$ cat src/rtl/uart_pkg.sv
// Shared definitions for the UART frame receive/transmit paths: FSM states, frame geometry
// and the trailing-bit decode that turns raw samples into a byte plus error flags.
package uart_pkg;

  typedef enum logic [1:0] {StIdle, StStart, StData, StDone} uart_state_e;

  localparam int unsigned DATA_BITS_MIN = 7;
  localparam int unsigned TRAIL_BITS    = 3;
  localparam int unsigned LAST_IDX      = 9;

  // Role of e0..e2, selected by {bit8, parity_en}
  localparam logic [1:0] TrailStop3 = 2'b00;
  localparam logic [1:0] TrailPar   = 2'b01;
  localparam logic [1:0] TrailD7    = 2'b10;
  localparam logic [1:0] TrailD7Par = 2'b11;

  typedef struct packed {
    logic bit8;
    logic parity_en;
    logic odd_n_even;
  } uart_cfg_t;

  typedef struct packed {
    logic [7:0] data;
    logic       parity_err;
    logic       frame_err;
  } uart_result_t;

  function automatic uart_result_t uart_decode(uart_cfg_t cfg, logic [DATA_BITS_MIN-1:0] d,
                                               logic [TRAIL_BITS-1:0] e);
    uart_result_t res;
    logic         pbit;
    logic         stops_ok;
    res.data = cfg.bit8 ? {e[0], d} : {1'b0, d};
    pbit     = 1'b0;
    stops_ok = 1'b1;
    case ({cfg.bit8, cfg.parity_en})
      TrailStop3: stops_ok = &e;
      TrailPar: begin
        pbit     = e[0];
        stops_ok = &e[2:1];
      end
      TrailD7:  stops_ok = &e[2:1];
      default: begin
        pbit     = e[1];
        stops_ok = e[2];
      end
    endcase
    // Odd parity flips the expected bit relative to the plain XOR
    res.parity_err = cfg.parity_en & (pbit ^ (^res.data) ^ cfg.odd_n_even);
    res.frame_err  = ~stops_ok;
    return res;
  endfunction

endpackage

$ cat src/rtl/uart_baud_cnt.sv
// Loadable baud down-counter: loads a full-bit or half-bit period and flags the cycle it
// reaches zero while enabled. Shared by the receive and transmit paths.
module uart_baud_cnt #(
  parameter int unsigned BAUD_DIV = 434,
  parameter int unsigned HALF_DIV = BAUD_DIV / 2
) (
  input  logic clk_i,
  input  logic rst_i,
  input  logic en_i,
  input  logic load_i,
  input  logic half_i,
  output logic tick_o
);

  localparam int unsigned CntW = (BAUD_DIV > 2) ? $clog2(BAUD_DIV) : 1;

  logic [CntW-1:0] cnt_q, cnt_d;

  always_comb begin
    cnt_d = cnt_q;
    if (load_i) begin
      cnt_d = half_i ? CntW'(HALF_DIV - 1) : CntW'(BAUD_DIV - 1);
    end else if (en_i && (cnt_q != '0)) begin
      cnt_d = cnt_q - CntW'(1);
    end
  end

  always_ff @(posedge clk_i) begin
    if (rst_i) begin
      cnt_q <= '0;
    end else begin
      cnt_q <= cnt_d;
    end
  end

  assign tick_o = en_i && (cnt_q == '0);

endmodule

$ cat src/rtl/uart_rx_frame.sv
// UART receiver for the 11-bit frame (start, 7 data bits, e0..e2): synchronizes rx, samples
// each bit centre from the start edge, decodes parity/stop bits and holds the byte for the host.
module uart_rx_frame #(
  parameter int unsigned BAUD_DIV = 434,
  parameter int unsigned HALF_DIV = BAUD_DIV / 2
) (
  input  logic       clk,
  input  logic       rstb,
  input  logic       rx,
  input  logic       bit8,
  input  logic       parity_en,
  input  logic       odd_n_even,
  input  logic       rd,
  output logic [7:0] rx_data,
  output logic       rx_rdy,
  output logic       parity_err,
  output logic       frame_err,
  output logic       overrun,
  output logic       busy
);

  import uart_pkg::*;

  logic                     rx_meta_q, rx_s_q, rx_s_prev_q;
  uart_state_e              state_q;
  logic [3:0]               idx_q;
  logic [DATA_BITS_MIN-1:0] d_q;
  logic [TRAIL_BITS-1:0]    e_q;
  uart_cfg_t                cfg_q;
  logic [7:0]               rx_data_q;
  logic                     rx_rdy_q, parity_err_q, frame_err_q, overrun_q;

  logic         start_evt;
  logic         cnt_en, cnt_load, cnt_half, tick;
  uart_result_t dec;

  assign start_evt = (state_q == StIdle) && rx_s_prev_q && !rx_s_q;
  assign cnt_en    = (state_q == StStart) || (state_q == StData);
  assign dec       = uart_decode(cfg_q, d_q, e_q);

  always_comb begin
    cnt_load = 1'b0;
    cnt_half = 1'b0;
    case (state_q)
      StIdle: begin
        cnt_load = start_evt;
        cnt_half = 1'b1;
      end
      StStart: cnt_load = tick && !rx_s_q;
      StData:  cnt_load = tick;
      default: cnt_load = 1'b0;
    endcase
  end

  uart_baud_cnt #(
    .BAUD_DIV(BAUD_DIV),
    .HALF_DIV(HALF_DIV)
  ) u_baud_cnt (
    .clk_i (clk),
    .rst_i (rstb),
    .en_i  (cnt_en),
    .load_i(cnt_load),
    .half_i(cnt_half),
    .tick_o(tick)
  );

  always_ff @(posedge clk) begin
    if (rstb) begin
      rx_meta_q    <= 1'b1;
      rx_s_q       <= 1'b1;
      rx_s_prev_q  <= 1'b1;
      state_q      <= StIdle;
      idx_q        <= '0;
      d_q          <= '0;
      e_q          <= '0;
      cfg_q        <= '0;
      rx_data_q    <= '0;
      rx_rdy_q     <= 1'b0;
      parity_err_q <= 1'b0;
      frame_err_q  <= 1'b0;
      overrun_q    <= 1'b0;
    end else begin
      rx_meta_q   <= rx;
      rx_s_q      <= rx_meta_q;
      rx_s_prev_q <= rx_s_q;

      case (state_q)
        StIdle: begin
          if (start_evt) begin
            cfg_q   <= '{bit8: bit8, parity_en: parity_en, odd_n_even: odd_n_even};
            state_q <= StStart;
          end
        end
        StStart: begin
          if (tick) begin
            if (rx_s_q) begin
              state_q <= StIdle;
            end else begin
              idx_q   <= '0;
              state_q <= StData;
            end
          end
        end
        StData: begin
          if (tick) begin
            // Both registers shift in from the top, so the first sample lands in bit 0
            if (idx_q < 4'(DATA_BITS_MIN)) begin
              d_q <= {rx_s_q, d_q[DATA_BITS_MIN-1:1]};
            end else begin
              e_q <= {rx_s_q, e_q[TRAIL_BITS-1:1]};
            end
            idx_q <= idx_q + 4'd1;
            if (idx_q == 4'(LAST_IDX)) begin
              state_q <= StDone;
            end
          end
        end
        default: begin
          state_q <= StIdle;
        end
      endcase

      // A completing frame takes priority over a simultaneous host read
      if (state_q == StDone) begin
        rx_data_q    <= dec.data;
        parity_err_q <= dec.parity_err;
        frame_err_q  <= dec.frame_err;
        rx_rdy_q     <= 1'b1;
        overrun_q    <= rd ? 1'b0 : (overrun_q | rx_rdy_q);
      end else if (rd && rx_rdy_q) begin
        rx_rdy_q     <= 1'b0;
        parity_err_q <= 1'b0;
        frame_err_q  <= 1'b0;
        overrun_q    <= 1'b0;
      end
    end
  end

  assign rx_data    = rx_data_q;
  assign rx_rdy     = rx_rdy_q;
  assign parity_err = parity_err_q;
  assign frame_err  = frame_err_q;
  assign overrun    = overrun_q;
  assign busy       = (state_q != StIdle);

endmodule

$ cat config.mk
export PLATFORM = sky130hd
export DESIGN_NAME = uart_rx_frame
export DESIGN_NICKNAME = d
export VERILOG_FILES = /design/src/rtl/uart_pkg.sv /design/src/rtl/uart_baud_cnt.sv /design/src/rtl/uart_rx_frame.sv
export SDC_FILE = /design/constraint.sdc
export NUM_CORES = 1
export LEC_CHECK = 0
export BUFFER_PORTS_ARGS = -buffer_cell sky130_fd_sc_hd__buf_2
export CORE_MARGIN = 2
export CORE_UTILIZATION = 45
export CTS_CLUSTER_SIZE = 24
export DETAILED_ROUTE_END_ITERATION = 8
export PLACE_DENSITY = 0.68
export SYNTH_ARGS = -nofsm -noshare
export SYNTH_HDL_FRONTEND = slang
export SYNTH_SLANG_ARGS = --single-unit
$ cat constraint.sdc
create_clock -name clk -period 4.6 [get_ports clk]
set_input_delay 0.23 -clock clk [delete_from_list [all_inputs] [get_ports clk]]
set_output_delay 0.23 -clock clk [all_outputs]
set_load 0.005 [all_outputs]
# After elaboration in Yosys (flattened, before gate mapping)
# Cells that the tools add are included.
[totals] ff_bits=43 in_bits=7 elab_cells=86
[classes] add_sub_neg=2 order_cmp=1 eq_ne=11 mux=24 bitwise_logic=6 n_reduce_logical=26
[op_table] cell="$mux 9" count=3
[op_table] cell="$mux 4" count=3
[op_table] cell="$mux 2" count=5
[op_table] cell="$logic_not 9->1" count=1
[op_table] cell="$reduce_and 3->1" count=3
[op_table] cell="$reduce_bool 9->1" count=1
[op_table] cell="$sub 9x1->9 const B" count=1
[op_table] cell="$mux 8" count=1
[op_table] cell="$ne 2x2->1 const B" count=4
[op_table] cell="$pmux 4 s2" count=1
[op_table] cell="$reduce_and 4->1" count=2
[op_table] cell="$reduce_bool 2->1" count=4
[op_table] cell="$reduce_xor 8->1" count=1
[op_table] cell="$mux 1" count=7
[op_table] cell="$eq 2x2->1 const B" count=3
[op_table] cell="$logic_and 1x1->1" count=6
[op_table] cell="$pmux 2 s3" count=1
[op_table] cell="$add 4x1->4 const B" count=1
[op_table] cell="$eq 2x1->1 const B" count=2
[op_table] cell="$eq 4x4->1 const B" count=1
[op_table] cell="$logic_not 2->1" count=2
[op_table] cell="$lt 4x3->1 const B" count=1
[op_table] cell="$pmux 1 s2" count=2
[op_table] cell="$reduce_and 2->1" count=2
[op_table] cell="other kinds (9)" count=12

# Logic depth before layout (Yosys ltp)
[depth] ltp_word=7 mapped_depth=7 depth_no_buf=7

# Cells and area by module
# Synthesis repeated with hierarchy kept, for this count alone.
[hier_totals] hier_cells=215 area_unflattened_um2=2042.0
[by_module_without_submodules] mod="uart_rx_frame" n_inst=1 cells_per_inst=161 area_per_inst_um2=1542.7
[by_module_without_submodules] mod="uart_baud_cnt" n_inst=1 cells_per_inst=54 area_per_inst_um2=499.2

# Least setup slack after synthesis
# OpenSTA, ideal clock, no wires.
[synth_timing] path_type="reg-to-reg" from="register state_q[1]" to="register u_baud_cnt.cnt_q[5]" setup_time_ns=0.076 t_arrival_ns=1.967 t_required_ns=4.524 setup_slack_ns=2.558 stages_incl_launch_ff=8 path_buffers=0 path_cell_list="dfxtp_1 > inv_1 > ha_1 > or4b_2 > nor2_1 > nand3b_1 > xor2_1 > a21boi_0"
[synth_via] elab_chain_cells=6 word_cells_on_any_way=14 classes_between="eq/ne: 2; mux: 4; reduce/logical: 8"
[synth_lines] item="from (decl)" line="uart_rx_frame.sv:25" source="uart_state_e state_q;"
[synth_lines] item="from (signal assigned)" line="uart_rx_frame.sv:72" source="state_q <= StIdle;"
[synth_lines] item="from (signal assigned)" line="uart_rx_frame.sv:91" source="state_q <= StStart;"
[synth_lines] item="from (signal assigned)" line="uart_rx_frame.sv:97" source="state_q <= StIdle;"
[synth_lines] item="$eq 2x1->1 or $eq 2x2->1 (tied branches)" line="uart_rx_frame.sv:38, uart_rx_frame.sv:44"
[synth_lines] item="$logic_or 1x1->1" line="uart_rx_frame.sv:38" source="assign cnt_en = (state_q == StStart) || (state_q == StData);"
[synth_lines] item="$logic_and 1x1->1" line="uart_baud_cnt.sv:36" source="assign tick_o = en_i && (cnt_q == '0);"
[synth_lines] item="$logic_and 1x1->1" line="uart_rx_frame.sv:49" source="StStart: cnt_load = tick && !rx_s_q;"
[synth_lines] item="$pmux 1 s3" line="uart_rx_frame.sv:44" source="case (state_q)"
[synth_lines] item="$mux 9 or $reduce_bool 2->1 (tied branches)"
[synth_lines] item="to (signal assigned)" line="uart_baud_cnt.sv:32" source="cnt_q <= cnt_d;"
[synth_lines] item="to (decl)" line="uart_baud_cnt.sv:17" source="logic [CntW-1:0] cnt_q, cnt_d;"
# Several ways; a longest one is shown, not always the timed one.
# A chain may end at the register's enable or synchronous reset.

# Final worst setup path
[layout_timing] from="register u_baud_cnt.cnt_q[0]" to="register d_q[5]"
[layout_via] elab_chain_cells=3
[layout_lines] item="$logic_not 9->1" line="uart_baud_cnt.sv:36"
[layout_lines] item="$logic_and 1x1->1" line="uart_baud_cnt.sv:36"
[layout_lines] item="$reduce_and 3->1 (no source line)"
[layout_lines] item="to (signal assigned)" line="uart_rx_frame.sv:108" source="d_q <= {rx_s_q, d_q[DATA_BITS_MIN-1:1]};"
[layout_lines] item="to (decl)" line="uart_rx_frame.sv:27" source="logic [DATA_BITS_MIN-1:0] d_q;"
# Every way passes these cells.

==> results.py <==
metrics = {
    "run_status": {
        "status": "finished clean",
    },
    "worst_setup_path": {
        "max_stage_delay_ns": 0.71,
        "start_kind": "register",
        "criticalPathCategory": "register to register",
        "crit_chain": "inv_1, ha_1, nor3b_4, nand4_4, a2111oi_4, mux2i_1, nor2_1",
        "r2r_slack_ns": 2.27,
        "crit_required_ns": 4.76,
        "crit_path_end_kind": "register",
        "cp_max_fo": 7,
        "slowest_stage": "a2111oi_4",
        "arrival_ns": 2.49,
    },
    "synthesis": {
        "yosys.area_share.simple_pct": 16.99,
        "synth_compound_area_share_pct": 15.19,
        "syn_nets": 238,
        "synth_mux_area_share_pct": 11.06,
        "synth-async-reset-ratio_pct": 0,
        "synth_fa_ha_area_share_pct": 6.579,
        "ys.warnings.count": 0,
        "synth.distinct_cells": 45,
        "synth_xor_area_share_pct": 5.443,
        "syn_avg_cell_area_um2": 9.509,
        "synth_area_mm2": 0.002092,
        "synth_top_family_by_area": "simple AND/OR/NAND/NOR gates",
        "synth_enable_flop_cells": 0,
        "synthesis.instances": 220,
        "synth_ff_type": "dfxtp_1",
        "ys_seq_elements": 43,
        "seq_area_frac_synth_pct": 41.15,
    },
    "cts": {
        "clock_latency_ns": 0.29,
        "ctsResizeCount": 0,
        "clk_pin_slew_ns": 0.08,
        "post_cts_buffers": 0,
        "hold_buffers": 0,
        "clk_path_buf_depth": 2,
        "root_buffer": "clkbuf_8",
        "cts_buffers": 5,
        "htreeDepth": 2,
        "cts_tree": "done",
        "clock-sinks": 43,
    },
    "run": {
        "cap_violations": 0,
    },
    "placed_design": {
        "placed_area_mm2": 0.002230,
        "io_buffers": 19,
        "dp_hpwl_mm": 2.782,
        "gp_congestion": 0.7976,
    },
    "global_route": {
        "top_usage_layer": "met2",
        "grt_max_degree": 41,
        "first_global_vias": 1526,
        "antenna_found_initial": 0,
        "met2_usage_pct": 26.91,
        "gr-usage-all-layers_pct": 16.86,
        "grt_util_met3_pct": 4.444,
        "gr-total-overflow": 0,
        "grt_pass1_wl_mm": 6.982,
        "grt_use_met1_pct": 22.07,
    },
    "route": {
        "vias": 1609,
        "drcViolationCount": 0,
        "wl_per_cell_um": 13.54,
        "routed_via_density": 5.491,
        "ant_nets": 0,
        "drtIter0Drc": 146,
        "wl_mm": 3.967,
        "first_pass_iters": 4,
    },
    "floorplan": {
        "io_pins": 20,
        "die_h_um": 72.18,
        "num_rows": 24,
        "core_mm2": 0.004414,
        "die_x_um": 72.18,
        "initial_core_util_pct": 47.39,
        "die_area_mm2": 0.005210,
    },
    "sta": {
        "clock-skew-final_ns": 0.004447,
        "fmax_ghz": 0.4291,
        "rsz0062_at_grt": "false",
        "relSlewSlack_pct": 52.06,
        "setup_tns_ns": 0,
        "period_needed_ns": 2.330,
        "final_max_slew_viol_count": 0,
        "fin_crit_sh_pct": 50.66,
        "tightest_slew_ns": 0.7191,
        "setup_violations": 0,
        "hold_viol_final": 0,
    },
    "power": {
        "powerDensity_mw_per_mm2": 492.2,
        "irDropWorstVdd_mv": 0.1865,
        "power_uw": 1165,
        "power.leakage_uw": 0.0009110,
    },
    "final_layout": {
        "final_nets": 258,
        "drive_gt1_share_pct": 15.35,
        "areaGrowthSynthToFinish_pct": 13.10,
        "fillers": 420,
        "num_antenna_cells": 0,
        "fin_area_mm2": 0.002366,
    },
    "hold_path": {
        "min_path_type": "input pin to register",
    },
}
-- synth_stat cells (2+ instances only) --
cell type	number	area share (%)
xor2_1	4	1.7
a21oi_1	9	2.2
a21boi_0	2	0.72
a31oi_1	3	0.90
o21bai_1	2	0.72
nor3_1	4	0.96
nor2b_1	2	0.60
ha_1	11	6.6
o41ai_1	3	1.3
o21ai_0	3	0.72
dfxtp_1	43	41
buf_1	2	0.36
o32ai_1	2	0.84
nand2_1	9	1.6
nand3_1	8	1.9
a211oi_1	3	1.1
mux2i_1	22	11
o211ai_1	3	1.1
xnor2_1	9	3.8
a21o_1	2	0.72
nor2_1	32	5.7
clkbuf_1	4	0.72
inv_1	14	2.5
or2_2	3	0.90
-- power breakdown --
part / internal (uW) / switching, uW / total (uW) / leakage [uW]
sequential: 408 / 41.0 / 449 / 0.000348
clock: 216 / 130 / 347 / 0.0000644
combinational: 150 / 219 / 369 / 0.000499
total: 774 / 390 / 1160 / 0.000911
-- area by class of cell --
class	count	area [um2]	share of cell area [%]
tap	52	65.06	2.750
inverter	14	52.55	2.221
clock buffer	5	68.82	2.909
multi-input combinational	157	1156	48.86
clock inverter	3	67.56	2.856
sequential	43	860.8	36.38
timing repair buffer	19	95.09	4.019
-- through the flow --
step / hold slack (ns) / util (%) / worst slack (ns) / instances
after floorplan: 0.3338 / - / 2.558 / 220
after global placement: 0.3968 / 50.51 / 2.355 / 285
after detailed placement: 0.3981 / 50.51 / 2.319 / 285
after CTS: 0.1063 / 53.60 / 2.266 / 293
after global routing: 0.1258 / 53.60 / 2.119 / 293
final: 0.1131 / 53.60 / 2.270 / 293
-- state kept, by name, summed over array words and instances (netlist names), 2 cells and up --
| signal | count |
|---|---|
| cfg_q | 3 |
| idx_q | 4 |
| rx_data | 8 |
| e_q | 3 |
| u_baud_cnt.cnt_q | 9 |
| state_q | 2 |
| d_q | 7 |
-- metal layers --
layer  wire (um)  vias to the layer above
li1            -                      810
met1        1935                      762
met2        1811                       30
met3         148                        7
met4          72                        0
met5           0                        -
-- worst paths after layout --
kind | startpoint | endpoint | cells after the start
max | u_baud_cnt.cnt_q[0] | d_q[5] | 7
min | rx | rx_meta_q | 2
max reg2reg | u_baud_cnt.cnt_q[0] | d_q[5] | 7
min reg2reg | rx_meta_q | rx_s_q | 1
-- worst max-delay path: cells and delay by family, from the launching register on --
family	cells	cell delay [ns]
compound gates	1	0.71
simple gates	3	0.64
flops	1	0.34
mux	1	0.26
fa+ha+maj	1	0.18
buf+inv	1	0.07
-- kinds of logic after synthesis --
group           count (synthesis)
mux                            23
flops                          43
fa+ha+maj                      11
xor+xnor                       13
simple gates                   68
buf+inv                        20
compound gates                 42
-- placed cells by master (no fill, tap or decap), types with 2 or more instances in the layout --
cell type,count
dfxtp_1,43
nor2_1,32
mux2i_1,22
buf_2,19
inv_1,14
ha_1,11
a21oi_1,9
nand2_1,9
xnor2_1,9
nand3_1,8
clkbuf_8,5
nor3_1,4
xor2_1,4
o21ai_0,3
o211ai_1,3
a31oi_1,3
a211oi_1,3
o41ai_1,3
or2_2,3
nor2b_1,2
o21bai_1,2
o32ai_1,2
a21boi_0,2
a21o_1,2
bufinv_16,2
No activity file was read; power rests on OpenSTA's default activity.
